**src/rtl/pe_acc_drain.sv**
```systemverilog
// Drain stage for one PE row: waits out the reduction/iteration length, captures the
// row accumulator on its valid cycle, saturates it to Q(INT_BW).(FRA_BW) and queues it for writeback.
module pe_acc_drain #(
    parameter int INT_BW   = 5,
    parameter int FRA_BW   = 10,
    parameter int MUL_BW   = 16,
    parameter int ACC_BW   = 32,
    parameter int CNT_BW   = 8,
    parameter int PIPE_LAT = 1,
    parameter int UNO_LAT  = 2,
    parameter int DEPTH    = 4
) (
    input  logic              clk,
    input  logic              rst,
    input  logic              start,
    input  logic [1:0]        mode,
    input  logic [CNT_BW-1:0] len,
    input  logic [ACC_BW-1:0] acc_i,
    output logic              busy,
    output logic [MUL_BW-1:0] res_o,
    output logic              res_sat_o,
    output logic              res_valid,
    input  logic              res_ready,
    output logic              ovf
);
    localparam int AW  = $clog2(DEPTH);
    localparam int TOP = INT_BW + 2 * FRA_BW;
    localparam logic [CNT_BW:0] ONE    = {{CNT_BW{1'b0}}, 1'b1};
    localparam logic [CNT_BW:0] LAT_GM = (CNT_BW + 1)'(PIPE_LAT);
    localparam logic [CNT_BW:0] LAT_UN = (CNT_BW + 1)'(UNO_LAT);
    localparam logic [AW:0]     FULL_N = (AW + 1)'(DEPTH);

    typedef enum logic {IDLE, COUNT} state_t;

    state_t            state_reg, state_next;
    // One extra counter bit so len-1+LAT never wraps for the largest len.
    logic [CNT_BW:0]   cnt_reg, cnt_next;
    logic [CNT_BW:0]   target;
    logic [1:0]        mode_reg, mode_next;
    logic [CNT_BW-1:0] len_reg, len_next;
    logic              capture;

    always_ff @(posedge clk) begin
        if (rst) begin
            state_reg <= IDLE;
            cnt_reg   <= '0;
            mode_reg  <= '0;
            len_reg   <= '0;
        end else begin
            state_reg <= state_next;
            cnt_reg   <= cnt_next;
            mode_reg  <= mode_next;
            len_reg   <= len_next;
        end
    end

    always_comb begin
        target = {1'b0, len_reg} + ((mode_reg == 2'b00) ? LAT_GM : LAT_UN) - ONE;
    end

    always_comb begin
        state_next = state_reg;
        cnt_next   = cnt_reg;
        mode_next  = mode_reg;
        len_next   = len_reg;
        capture    = 1'b0;
        case (state_reg)
            IDLE: begin
                if (start && (len != '0)) begin
                    mode_next  = mode;
                    len_next   = len;
                    cnt_next   = '0;
                    state_next = COUNT;
                end
            end
            COUNT: begin
                if (cnt_reg == target) begin
                    capture    = 1'b1;
                    state_next = IDLE;
                end else begin
                    cnt_next = cnt_reg + ONE;
                end
            end
            default: state_next = IDLE;
        endcase
    end

    assign busy = (state_reg == COUNT);

    // Value fits iff all bits above TOP replicate the sign; otherwise clamp by sign.
    logic [ACC_BW-1:TOP] acc_hi;
    logic                fits;
    logic [MUL_BW-1:0]   sat_res;
    logic                sat_flag;
    logic                unused_acc_lsbs;

    assign acc_hi          = acc_i[ACC_BW-1:TOP];
    assign fits            = (&acc_hi) | ~(|acc_hi);
    assign unused_acc_lsbs = ^acc_i[FRA_BW-1:0];

    always_comb begin
        sat_flag = ~fits;
        sat_res  = acc_i[TOP:FRA_BW];
        if (!fits) begin
            sat_res = acc_i[ACC_BW-1] ? {1'b1, {(MUL_BW - 1){1'b0}}}
                                      : {1'b0, {(MUL_BW - 1){1'b1}}};
        end
    end

    logic [MUL_BW:0] mem [DEPTH];
    logic [AW-1:0]   wr_ptr_reg, rd_ptr_reg;
    logic [AW:0]     count_reg, count_next;
    logic            ovf_reg;
    logic            full, pop, push, drop;

    assign full = (count_reg == FULL_N);
    assign pop  = res_valid & res_ready;
    // A pop on the same edge frees the slot the incoming result needs.
    assign push = capture & (~full | pop);
    assign drop = capture & full & ~pop;

    always_comb begin
        count_next = count_reg;
        case ({push, pop})
            2'b10:   count_next = count_reg + 1'b1;
            2'b01:   count_next = count_reg - 1'b1;
            default: count_next = count_reg;
        endcase
    end

    always_ff @(posedge clk) begin
        if (rst) begin
            wr_ptr_reg <= '0;
            rd_ptr_reg <= '0;
            count_reg  <= '0;
            ovf_reg    <= 1'b0;
            for (int i = 0; i < DEPTH; i++) begin
                mem[i] <= '0;
            end
        end else begin
            if (push) begin
                mem[wr_ptr_reg] <= {sat_flag, sat_res};
                wr_ptr_reg      <= wr_ptr_reg + 1'b1;
            end
            if (pop) begin
                rd_ptr_reg <= rd_ptr_reg + 1'b1;
            end
            if (drop) begin
                ovf_reg <= 1'b1;
            end
            count_reg <= count_next;
        end
    end

    assign {res_sat_o, res_o} = mem[rd_ptr_reg];
    assign res_valid          = (count_reg != '0);
    assign ovf                = ovf_reg;

endmodule

```
**config.mk**
```make
export PLATFORM = sky130hd
export DESIGN_NAME = pe_acc_drain
export DESIGN_NICKNAME = d
export VERILOG_FILES = /design/src/rtl/pe_acc_drain.sv
export SDC_FILE = /design/constraint.sdc
export NUM_CORES = 1
export LEC_CHECK = 0
export CAP_MARGIN = 10
export CORE_MARGIN = 2
export CORE_UTILIZATION = 45
export DETAILED_ROUTE_END_ITERATION = 8
export PLACE_DENSITY = 0.68
export SYNTH_ARGS = -nofsm -noshare
export SYNTH_HDL_FRONTEND = slang
export SYNTH_SLANG_ARGS = --single-unit
```
**constraint.sdc**
```tcl
create_clock -name clk -period 4.02 [get_ports clk]
set_clock_uncertainty 0.15 [all_clocks]
set_input_delay 0.804 -clock clk [delete_from_list [all_inputs] [get_ports clk]]
set_output_delay 0.804 -clock clk [all_outputs]
set_load 0.02 [all_outputs]
```
==> results.toml, run 1 <==
[synth]
avgSynthCellArea_um2 = 11.8
synthAdderAreaFrac = 0.0347
synth_mux_area_frac = 0.0898
async_flop_share = 0
netlist_area_um2 = 4770
synth_compound_area_frac = 0.0625
synth-xor-area-share = 0.0441
synth_seq_cells = 98
synth-seq-area-share = 0.554
syn_nets = 463
synth_ff_type = "edfxtp_1"
synth_top_family_by_area = "simple AND/OR/NAND/NOR gates"
synthCells = 405
yosys_warnings = 0
synth-simple-area-share = 0.172
synth_edf_count = 68
netlist-cell-type-count = 51

[sta]
slew_viol_final = 0
setup_viol_count_final = 0
tns_ns = 0
rsz0062_at_grt = "false"
period_share = 0.934
clock.fmax_mhz = 266
hold_violations = 0
tightest_slew_ns = 0.749
fin_crit_ns = 3.75
slew_headroom = 0.501

[placed_design]
place_area_um2 = 5480
place.gp.congestion = 0.753
hpwl_mm = 6.47
io_buffers = 55

[clocking]
cts_max_path_buffers = 2
cts.sinks = 98
clkSlewWorstSetupHoldPaths_ns = 0.09
cts_buffers = 9
hold_buffers = 0
htree_levels = 3
cts_tree = "yes"
cts-root-buf = "clkbuf_8"
clock_latency_ns = 0.37
post_cts_buffers = 0

[worst_setup_path]
crit_fanout = 5
worstRegToRegCells = 17
required_ns = 4.12
cp_data_arrival_time_ns = 3.85
cp-startpoint = "mode_reg[1]"
startpoint_type = "flip-flop"
crit_path_end_kind = "flip-flop"
rr_startpoint = "mode_reg[1]"
crit_type = "flip-flop to flip-flop"

[layout]
drive_gt1_frac = 0.145
nNetsFinal = 522
synthToLayoutAreaGrowth_pct = 18.9
insertedDiodeCount = 0
largest_reg_flops = 68
fillers = 894
design_area_um2 = 5670
fin_util = 0.549

[global_route]
grt_util_all_layers = 0.179
grt_pass1_vias = 3191
grt_max_degree = 30
grt_pass1_wl_mm = 15.5
antenna_found_initial = 0
gr-total-overflow = 0

[die]
dieArea_um2 = 11400
die_w_um = 107
ios = 66
die_h_um = 107
row_count = 37
start_util = 0.462
coreArea_um2 = 10300

[detailed_routing]
post_drt_wl_per_cell_um = 16.0
firstDrtPassIters = 4
drc = 0
drtIter0Drc = 165
ant_nets = 0
routed_wl_mm = 9.71
vias_per_cell = 5.27
vias = 3189

[pwr]
p_comb_frac = 0.261
power_frac_clock = 0.255
power_switching_w = 0.000700
p_int_w = 0.00167
swShare = 0.296
irDropWorstVdd_v = 0.000164
p_per_area_nw_per_um2 = 418
leakagePower_nw = 2.09
power_frac_seq = 0.484

[hold_path]
holdPathStages = 2
worstHoldPathType = "flip-flop to flip-flop"
worstHoldStart = "ovf"

[job]
cap_violations = 0

[run_status]
status = "completed"
[worst paths after layout]
| check | slack [ns] | end |
|---|---|---|
| max | 0.27 | count_reg[2] |
| min | 0.34 | ovf |
| max reg2reg | 0.27 | count_reg[2] |
| min reg2reg | 0.34 | ovf |
[power by group through the flow]
stage                     logic [W]  registers, W  clock network [W]
after detailed placement   0.000621       0.00117                  0
after floorplan            0.000426       0.00116                  0
after global routing       0.000668       0.00115           0.000663
after CTS                  0.000623       0.00115           0.000621
after global placement     0.000609       0.00117                  0
final                      0.000617       0.00115           0.000604
[per-layer routing]
metal | routed length [um] | track usage | vias to the layer above
met5 | 0 | 0 | -
met4 | 161 | 0.0649 | 0
met3 | 489 | 0.0432 | 15
met2 | 4940 | 0.313 | 65
met1 | 4120 | 0.216 | 1558
li1 | - | - | 1551
[critical path, stage by stage, from the launching register on]
cell and delay (ns):
dfxtp_1 0.32, or2_2 0.30, inv_1 0.06, ha_1 0.21
inv_1 0.06, ha_1 0.17, inv_1 0.06, fa_1 0.40
nor2b_1 0.16, o31ai_1 0.11, a21oi_1 0.21, a32oi_2 0.17
nand4_2 0.17, nand2_1 0.11, fa_1 0.41, nor4_2 0.31
o21ai_0 0.10, nor3b_2 0.15
[cell type report]
| type | instances | area, um2 | area share |
|---|---|---|---|
| Tap cell | 136 | 170 | 0.0300 |
| Inverter | 18 | 67.6 | 0.0119 |
| Clock buffer | 9 | 124 | 0.0219 |
| Multi-Input combinational cell | 269 | 1930 | 0.340 |
| Sequential cell | 98 | 2640 | 0.466 |
| Timing Repair Buffer | 68 | 673 | 0.119 |
| Clock inverter | 7 | 60.1 | 0.0106 |
[kinds of logic after synthesis]
group	after synthesis
AO/OA/AOI/OAI	47
XOR/XNOR	24
adder cells (fa/ha/maj)	12
buffers and inverters	38
flip-flops	98
multiplexers	21
AND/OR/NAND/NOR	165
[Yosys cell counts, types with 3 or more instances]
| cell | number | area (um2) |
|---|---|---|
| a21o_2 | 4 | 35.0 |
| a21oi_1 | 29 | 145 |
| and3_1 | 4 | 25.0 |
| buf_2 | 3 | 15.0 |
| buf_6 | 6 | 67.6 |
| clkbuf_1 | 8 | 30.0 |
| dfxtp_1 | 30 | 601 |
| edfxtp_1 | 68 | 2040 |
| ha_1 | 10 | 125 |
| inv_1 | 18 | 67.6 |
| mux2i_1 | 3 | 30.0 |
| mux4_2 | 17 | 383 |
| nand2_1 | 8 | 30.0 |
| nand3_1 | 6 | 30.0 |
| nand3_4 | 3 | 52.6 |
| nand4_1 | 4 | 25.0 |
| nor2_1 | 107 | 402 |
| nor2b_1 | 5 | 31.3 |
| nor3_1 | 5 | 25.0 |
| nor4_1 | 4 | 25.0 |
| o21ai_0 | 4 | 20.0 |
| or2_2 | 3 | 18.8 |
| xnor2_1 | 10 | 87.6 |
| xor2_1 | 14 | 123 |
[through the flow]
stage	total power, W	hold slack [ns]	std cells	worst slack [ns]
2_1_floorplan	0.00159	0.302	405	0.537
3_3_place_gp	0.00178	0.303	589	0.350
3_5_place_dp	0.00179	0.317	589	0.250
4_1_cts	0.00239	0.339	605	0.227
5_1_grt	0.00248	0.368	605	0.000935
6_report	0.00237	0.337	605	0.267
[what timing repair did]
action | in CTS | in global routing
setup endpoints to repair | 0 | 1
resized for setup | 0 | 1
hold endpoints to repair | 0 | 0
[cell usage in the layout, fill, tap and decap left out, drive strengths merged, types with 2 or more instances in the layout]
master           n
dfxtp           30
xnor2           10
ha              10
nand2            9
nor3             5
o21a             2
clkdlybuf4s50   55
a21oi           29
nand3            9
clkinv           3
fa               2
clkbuf           9
nor4             4
o31ai            2
or2              3
nor3b            2
o21ai            4
nand3b           2
mux4            17
and2             2
inv             21
buf             13
nor4b            2
and3             4
and4             4
nor2           107
nor2b            5
edfxtp          68
a21o             4
xor2            14
nand4            5
mux2i            3
Note: power is estimated with default switching activity, not from simulation.
==> run 2: changes to the inputs <==
--- a/config.mk
+++ b/config.mk
@@ -10,6 +10,7 @@
 export CORE_UTILIZATION = 45
 export DETAILED_ROUTE_END_ITERATION = 8
 export PLACE_DENSITY = 0.68
+export SKIP_CTS_REPAIR_TIMING = 1
 export SYNTH_ARGS = -nofsm -noshare
 export SYNTH_HDL_FRONTEND = slang
 export SYNTH_SLANG_ARGS = --single-unit
==> results of run 2 <==
The final DEF is identical to that of run 1; final timing and power are the same.
==> run 3: changes to the inputs <==
--- a/config.mk
+++ b/config.mk
@@ -9,6 +9,7 @@
 export CORE_MARGIN = 2
 export CORE_UTILIZATION = 45
 export DETAILED_ROUTE_END_ITERATION = 8
+export HOLD_SLACK_MARGIN = 0.08
 export PLACE_DENSITY = 0.68
 export SKIP_CTS_REPAIR_TIMING = 1
 export SYNTH_ARGS = -nofsm -noshare
==> results of run 3 <==
The final DEF is identical to that of run 1; final timing and power are the same.
